`src/rtl/parallel_to_serial_rf.sv`:
```
// Packed-word to element-stream converter, element 0 first, valid/ready both sides.
// Optional build macro P2S_IDLE_POISON_EN drives a dummy value on out while idle.
module parallel_to_serial_rf #(
   parameter int WIDTH = 1,
   parameter int N_INS = 2
) (
   input  logic                   clk,
   input  logic                   rst,
   input  logic                   in_valid,
   output logic                   in_ready,
   input  logic [N_INS*WIDTH-1:0] in,
   output logic                   out_valid,
   input  logic                   out_ready,
   output logic [WIDTH-1:0]       out,
   output logic                   out_last
);

   typedef enum logic {IDLE, SEND} state_t;

   localparam logic [31:0] LAST = 32'(N_INS - 1);

   state_t                 state, state_nx;
   logic [31:0]            idx, idx_nx;
   logic [N_INS*WIDTH-1:0] data, data_nx;
   logic [WIDTH-1:0]       elem;
   logic                   beat;
   logic                   load;

   assign out_valid = (state == SEND);
   assign out_last  = out_valid & (idx == LAST);
   assign beat      = out_valid & out_ready;
   // gated by rst so the producer never sees ready while held in reset
   assign in_ready  = rst & ((state == IDLE) | (beat & out_last));
   assign load      = in_valid & in_ready;
   assign elem      = data[WIDTH*idx +: WIDTH];

`ifdef P2S_IDLE_POISON_EN
   localparam logic [WIDTH-1:0] POISON = WIDTH'(189);
   assign out = out_valid ? elem : POISON;
`else
   assign out = elem;
`endif

   always_comb begin
      state_nx = state;
      idx_nx   = idx;
      data_nx  = data;
      unique case (state)
         IDLE: ;
         SEND: begin
            if (beat) begin
               if (out_last) state_nx = IDLE;
               else          idx_nx   = idx + 32'd1;
            end
         end
         default: state_nx = IDLE;
      endcase
      // a load on the last beat overrides the return to IDLE
      if (load) begin
         state_nx = SEND;
         idx_nx   = '0;
         data_nx  = in;
      end
   end

   always_ff @(posedge clk or negedge rst) begin
      if (!rst) begin
         state <= IDLE;
         idx   <= '0;
         data  <= '0;
      end else begin
         state <= state_nx;
         idx   <= idx_nx;
         data  <= data_nx;
      end
   end

endmodule

```
`config.mk`:
```
export PLATFORM = sky130hd
export DESIGN_NAME = parallel_to_serial_rf
export DESIGN_NICKNAME = d
export VERILOG_FILES = /design/src/rtl/parallel_to_serial_rf.sv
export SDC_FILE = /design/constraint.sdc
export NUM_CORES = 1
export LEC_CHECK = 0
export BUFFER_PORTS_ARGS = -buffer_cell sky130_fd_sc_hd__buf_2
export CELL_PAD_IN_SITES_DETAIL_PLACEMENT = 1
export CELL_PAD_IN_SITES_GLOBAL_PLACEMENT = 2
export CORE_ASPECT_RATIO = 1.4
export CORE_MARGIN = 2
export CORE_UTILIZATION = 30
export DETAILED_ROUTE_END_ITERATION = 10
export PLACE_DENSITY = 0.69
export SYNTH_ARGS = -nofsm -noshare
export SYNTH_HDL_FRONTEND = slang
export SYNTH_SLANG_ARGS = --single-unit
```
`constraint.sdc`:
```
create_clock -name clk -period 2.63 [get_ports clk]
set_input_delay 0.1315 -clock clk [delete_from_list [all_inputs] [get_ports clk]]
set_output_delay 0.1315 -clock clk [all_outputs]
set_load 0.05 [all_outputs]
```
==> results of run 1 <==
==> per-layer routing <==
metal / vias up / GRT usage [%]
met5: - / 0
met4: 0 / 6.27
met3: 8 / 3.40
met2: 13 / 27.3
met1: 870 / 18.7
li1: 830 / -
==> sequential cells by signal, indices dropped and copies added, names as in the netlist <==
signal,count
data,2
out_valid,1
idx,32
==> per-stage QoR <==
step | utilization, % | power (µW) | cells | hold WS (ns) | setup WS [ns]
floorplan | - | 847 | 214 | -0.164 | 0.366
global placement | 33.1 | 920 | 317 | 0.169 | 0.383
detailed placement | 33.1 | 928 | 317 | 0.162 | 0.381
CTS | 34.3 | 1320 | 324 | 0.0549 | 0.197
global route | 34.3 | 1370 | 324 | 0.0658 | 0.0639
finish | 34.3 | 1280 | 324 | 0.0712 | 0.223
==> area by class of cell <==
| class | count | area, µm² | area share (%) |
|---|---|---|---|
| tap | 95 | 119 | 4.99 |
| multi-input combinational | 165 | 1180 | 49.5 |
| timing repair buffer | 18 | 115 | 4.84 |
| inverter | 5 | 18.8 | 0.789 |
| sequential | 35 | 876 | 36.8 |
| clock buffer | 6 | 72.6 | 3.05 |
==> synth_stat cells, types with 4 or more instances <==
cell and n:
a211oi_1 5, a21oi_1 8, and2_1 4, and3_1 4, and4_1 4, buf_2 4
dfrtp_1 35, inv_1 5, mux2_2 6, nand2_1 10, nand3_1 8, nand4_1 7
nor2_1 22, nor2b_1 5, nor3_1 9, nor4_1 6, nor4_2 5, o211ai_1 5
o31ai_1 5, or4_1 5, xnor2_1 7, xor2_1 9
==> cell usage in the layout, fill, tap and decap left out, drive strengths merged <==
| master | n |
|---|---|
| and3 | 4 |
| dfrtp | 35 |
| and2 | 6 |
| nand3 | 9 |
| nor4 | 12 |
| o2111ai | 3 |
| o22ai | 1 |
| dlygate4sd3 | 1 |
| and4 | 5 |
| clkbuf | 6 |
| ha | 2 |
| nand4 | 9 |
| a41oi | 1 |
| mux2i | 1 |
| mux2 | 6 |
| o21a | 1 |
| o211ai | 5 |
| nor2b | 5 |
| a31oi | 2 |
| nor2 | 22 |
| nor3 | 9 |
| nor4b | 1 |
| o21ai | 4 |
| o31ai | 5 |
| o21bai | 1 |
| or4 | 5 |
| buf | 17 |
| xor2 | 9 |
| a21o | 1 |
| inv | 5 |
| a21oi | 8 |
| or3 | 4 |
| o32ai | 1 |
| a211oi | 5 |
| nand2 | 10 |
| xnor2 | 7 |
| nand4b | 1 |
==> cells by family (layout without fill, tap and decap cells) <==
logic type | after synthesis | after routing | share of synthesized area, %
flip-flops | 35 | 35 | 41.0
XOR/XNOR | 16 | 16 | 6.56
multiplexers | 7 | 7 | 3.63
AO/OA/AOI/OAI | 38 | 38 | 12.9
AND/OR/NAND/NOR | 102 | 102 | 30.9
adder cells (fa/ha/maj) | 2 | 2 | 1.17
buffers and inverters | 14 | 29 | 3.81
==> worst reg2reg max path, cell delays in order (launching register included) <==
cell	delay, ns
dfrtp_1	0.44
nor4_2	0.32
nand4_2	0.35
o32ai_4	0.37
buf_4	0.30
nor2b_1	0.08
mux2_2	0.26
==> power breakdown <==
group / internal, µW / switching, µW
logic: 111 / 139
registers: 591 / 74.0
clock network: 177 / 193
total: 879 / 406
==> timing repair <==
item / CTS / global route
hold endpoints to repair: 10 / 0
hold buffers: 1 / 0
buffers inserted: 0 / 0
==> final timing paths <==
check | end | start
hold reg to reg | data[0]$_DFFE_PN0N_ | data[0]$_DFFE_PN0N_
setup / recovery | in_ready | idx[20]$_DFFE_PN0P_
hold / removal | data[1]$_DFFE_PN0N_ | in[1]
min in group asynchronous | idx[22]$_DFFE_PN0P_ | rst
max in group asynchronous | idx[15]$_DFFE_PN0P_ | rst
setup reg to reg | idx[29]$_DFFE_PN0P_ | idx[20]$_DFFE_PN0P_
==> run metrics, run 1 <==
DR WL met3=between 90 and 100 µm; Peak Freq=around 420 MHz; Synth Area per Inst=around 10 µm²; number of vias per cell=~5.3; critical-path maximum fanout=10; WP buf/inv=1; largest cells by area after synthesis=dfrtp_1, nor2_1, xor2_1, mux2_2, nor4_2; r2r setup slk=around 0.39 ns; DR WL met2=3080 µm; Worst Setup Path Type=reg -> out; Fill cells=between 800 and 900; synthesized flop and latch total=35; crit path time final=roughly 2.4 ns; post-route DRC violation count=0; Worst Tran Pin Value=0.527 ns; status=finished clean; max-slew violation count=0; M1 WL=about 2400 µm; fin area=approximately 2400 µm²; Req. time, crit path=about 2.5 ns; Synth area leader=dfrtp_1; layout cells sized above 1=18.3%; element type at the critical path start=register; ys flop type=dfrtp_1; Worst VDD drop=between 300 and 400 µV; TritonCTS Buffers=5; Mapped Area=approximately 2100 µm²; Wirelength per Cell=between 15 and 20 µm; Power per Cell Area=between 500 and 600 nW/µm²; Mapped Cells=214; via count=1,721; Syn. warnings=0; worst hold path class=in -> reg; Netlist cell types=48; largest net degree at the start of global routing=26; DRT antenna net count=0; Worst-Skew Late Latency=0.29 ns; # clock sinks=35; top cell type's share of synthesized area=about two fifths; Die Footprint=just under 8000 µm²; hold depth=2; CP peak stage delay=0.44 ns; Die Wd=between 70 and 80 µm; Final #Nets=around 240; Setup Viol. Count Final=0; initial antenna violation count=0; Crit. End Element=output pin; delay-heaviest family, CP=simple AND/OR/NAND/NOR gates; RSZ-0062 raised after global routing=no; Initial Util=between 30% and 40%; DR pass1 iterations=4; setup tns final=0 ns; total track usage=15.9%; Leak=0.000934 µW; Layout Skew=0.00273 ns; die height=a little over 100 µm; initial DRC count=45; max cap viols=0; crit path DAT=2.28 ns; I/O pin cnt=10; root buffer cell=clkbuf_8; worst-path cell chain=nor4_2 > nand4_2 > nor2_1 > a21o_1 > and2_1 > buf_2; H-tree levels=2; Final HPWL DP=about 4100 µm; number of port buffers=9; ant diodes=0; CTS tree=yes; row cnt=36; post_cts resized=0; total congestion overflow=0; post-synthesis async set-or-reset flop share=100%; Syn Nets=between 200 and 250; WL final=roughly 5700 µm; clock-pin slew on the worst setup and hold paths=about 0.070 ns; Layout area overhead=11.4%; crit share post-route=approximately nine tenths; number of synthesized flops with an enable pin=0; Placed Area=between 2000 and 2500 µm²; Max Used Layer=met4; sequential share of the synthesized area=approximately two fifths; depth of the most critical reg-to-reg path=6; CORE AREA=slightly below 7000 µm²; Crit path depth=6; vias in the first global route=~1,800; RePlAce Congestion=around 0.76; final hold violations=0; CP max stage cell=dfrtp_1; Worst slew margin=64.8%; first-pass GRT wire length=roughly 9400 µm; CTS Buffer Depth=2
No activity file was read; power rests on OpenSTA's default activity.
==> inputs of run 2 (changes only) <==
--- a/config.mk
+++ b/config.mk
@@ -5,6 +5,7 @@
 export SDC_FILE = /design/constraint.sdc
 export NUM_CORES = 1
 export LEC_CHECK = 0
+export ABC_AREA = 1
 export BUFFER_PORTS_ARGS = -buffer_cell sky130_fd_sc_hd__buf_2
 export CELL_PAD_IN_SITES_DETAIL_PLACEMENT = 1
 export CELL_PAD_IN_SITES_GLOBAL_PLACEMENT = 2
@@ -12,7 +13,7 @@
 export CORE_MARGIN = 2
 export CORE_UTILIZATION = 30
 export DETAILED_ROUTE_END_ITERATION = 10
-export PLACE_DENSITY = 0.69
+export PLACE_DENSITY = 0.79
 export SYNTH_ARGS = -nofsm -noshare
 export SYNTH_HDL_FRONTEND = slang
 export SYNTH_SLANG_ARGS = --single-unit
==> run metrics, run 2 <==
Worst VDD drop=393 µV (+25%); root buffer cell=clkbuf_16; Final HPWL DP=5950 µm (+45%); worst-path cell chain=ha_1 > nand2_1 > nor2_1 > nand2_1 > nor2_2 > nand2_1 > nand2_2 > nand3_2 > buf_4 > clkinv_4 > nand2_1 > nand2_1; CP max stage cell=buf_4; Die Wd=81.6 µm (+8.3%); Biggest register=idx; Sw Share=40.8% (+9.2 points); H-tree levels=2 (unchanged); final hold violations=0 (unchanged); number of synthesized flops with an enable pin=0 (unchanged); I/O pin cnt=10 (unchanged); Worst slew margin=63.7% (-1.2 points); Power Internal=1200 µW (+36%); Layout area overhead=12.2%; number of vias per cell=4.90 (-7.8%); element type at the critical path start=register; sw power=827 µW (+100%); layout cells sized above 1=7.89% (-10 points); Worst Tran Pin Value=0.545 ns (+0.0184 ns); Power per Cell Area=715 nW/µm² (+32%); Req. time, crit path=2.80 ns (+0.30 ns); Initial Util=31.0% (+0.21 points); Leak=0.00148 µW (+59%); largest net degree at the start of global routing=51 (+96%); crit path DAT=2.24 ns (-0.04 ns); Final #Nets=425 (+79%); total congestion overflow=0 (unchanged); die height=113 µm (+8.4%); # clock sinks=35 (unchanged); number of port buffers=9 (unchanged); total track usage=19.3% (+3.4 points); first-pass GRT wire length=13,400 µm (+42%); row cnt=39 (+8.3%); initial DRC count=92 (+100%); DR pass1 iterations=4 (unchanged); via count=2,548 (+48%); Mapped Cells=407 (+90%); worst setup path start=idx[0]$_DFFE_PN0P_; initial antenna violation count=0 (unchanged); TritonCTS Buffers=5 (unchanged); CP peak stage delay=0.45 ns (about the same); Finished Core Util=34.8% (+0.47 points); Die Footprint=9180 µm² (+17%); crit share post-route=78.4% (-13 points); CTS tree=yes; synthesized flop and latch total=35 (unchanged); Mapped Area=2530 µm² (+18%); Peak Freq=485 MHz (+17%); Syn. warnings=0 (unchanged); ant diodes=0 (unchanged); WP buf/inv=2 (+1); critical-path maximum fanout=50 (+40); top cells by count, synth=nand2_1, nor2_1, nand3_1, inv_1, dfrtp_1; top cell type's share of synthesized area=34.7% (-6.3 points); combinational power share=33.4% (+14 points); max FFs per register=32 (unchanged); sequential share of the synthesized area=34.7% (-6.3 points); status=finished clean; largest cells by area after synthesis=dfrtp_1, nand2_1, nand3_1, nor2_1, inv_1; max-slew violation count=0 (unchanged); RePlAce Congestion=0.837 (+11%); Synth Area per Inst=6.21 µm² (-38%); post-synthesis async set-or-reset flop share=100% (unchanged); worst r2r src=idx[0]$_DFFE_PN0P_; Crit path depth=12 (+6); CORE AREA=8150 µm² (+17%); ys flop type=dfrtp_1; post_cts resized=0 (unchanged); Crit. End Element=register; CTS Buffer Depth=2 (unchanged); crit path time final=2.06 ns (-0.344 ns); post-route DRC violation count=0 (unchanged); Syn Nets=415 (+87%); most numerous cell on the critical path=nand2_1; setup tns final=0 ns (unchanged); Setup Viol. Count Final=0 (unchanged); storage element area=876 µm² (unchanged); setup bufs post-CTS=0 (unchanged); Worst-Skew Late Latency=0.29 ns (about the same); DRT antenna net count=0 (unchanged); WL final=7900 µm (+39%); depth of the most critical reg-to-reg path=12 (+6); clock-pin slew on the worst setup and hold paths=0.06 ns (about the same); fraction of power consumed by sequential logic=35.5% (-16 points); delay-heaviest family, CP=buffers and inverters; vias in the first global route=2,685 (+46%); Clk pwr share=31.1% (+2.3 points); commonest non-fill, non-tap cell in the layout=nand2_1; Wirelength per Cell=15.2 µm (-13%); Layout Skew=0.00829 ns (+0.00556 ns); RSZ-0062 raised after global routing=no; Synth area leader=dfrtp_1; Worst Setup Path Type=reg -> reg; worst hold path class=in -> async; max cap viols=0 (unchanged); Post-CTS Hold Buffers=0 (-1); Multi-input gate area=1400 µm² (+18%); Netlist cell types=26 (-46%); most frequent cell after synthesis=nand2_1; Fill cells=1,064 (+29%); most frequent cells in the layout=nand2_1, nor2_1, nand3_1
run 2: cell types whose count changed after synthesis, moves of 6 or more:
cell,before,now
a21oi_1,8,2
nand2_1,10,138
inv_1,5,49
nand3_1,8,64
mux2_2,6,0
nor2_1,22,69
run 2: metrics by stage:
| stage | std cells | power (µW) | hold WS, ns | worst slack [ns] | area (µm²) |
|---|---|---|---|---|---|
| 2_1_floorplan | 407 | 1200 | -0.164 | 0.529 | 2530 |
| 3_3_place_gp | 512 | 1400 | 0.330 | 0.573 | 2680 |
| 3_5_place_dp | 512 | 1420 | 0.334 | 0.557 | 2680 |
| 4_1_cts | 520 | 2060 | 0.0376 | 0.547 | 2830 |
| 5_1_grt | 520 | 2160 | 0.0603 | 0.340 | 2830 |
| 6_report | 520 | 2030 | 0.0316 | 0.567 | 2830 |
run 2: final cells by class:
type | instances | area share, %
Multi-Input combinational cell | 310 | 49.2
Sequential cell | 35 | 30.9
Inverter | 51 | 6.93
Clock buffer | 8 | 5.52
Tap cell | 102 | 4.50
Timing Repair Buffer | 14 | 2.91
run 2: routing by layer:
metal  vias to the layer above  part of all wire [%]  GRT usage (%)
met5                         -                     0              0
met4                         0                   3.4           9.27
met3                        14                   2.9           3.38
met2                        29                    52           33.7
met1                      1233                    41           22.2
li1                       1272                     -              -
run 2: power groups by stage:
stage | clock network [µW] | logic (µW) | registers, µW
2_1_floorplan | 0 | 484 | 715
3_3_place_gp | 0 | 670 | 726
3_5_place_dp | 0 | 686 | 730
4_1_cts | 650 | 688 | 720
5_1_grt | 665 | 765 | 731
6_report | 631 | 678 | 719
run 2: worst reg2reg max path, stage by stage (launching register included):
cell      delay, ns
dfrtp_1        0.44
ha_1           0.26
nand2_1        0.07
nor2_1         0.05
nand2_1        0.09
nor2_2         0.06
nand2_1        0.07
nand2_2        0.07
nand3_2        0.06
buf_4          0.45
clkinv_4       0.21
nand2_1        0.10
nand2_1        0.05
run 2: kinds of logic after synthesis:
group | after synthesis | synth area share [%]
AOI/OAI and AO/OA | 3 | 0.594
DFF | 35 | 34.7
adders and majority gates | 2 | 0.990
xor gates and xnor gates | 13 | 4.51
buffers and inverters | 62 | 10.1
and+or+nand+nor | 292 | 49.1
run 2: path summary, 6_finish.rpt:
check	endpoint	slack (ns)
min reg2reg	data[0]$_DFFE_PN0N_	0.49
min in group clk	data[0]$_DFFE_PN0N_	0.04
min	idx[29]$_DFFE_PN0P_	0.03
max in group asynchronous	idx[13]$_DFFE_PN0P_	2.26
max	data[1]$_DFFE_PN0N_	0.57
max reg2reg	data[1]$_DFFE_PN0N_	0.57
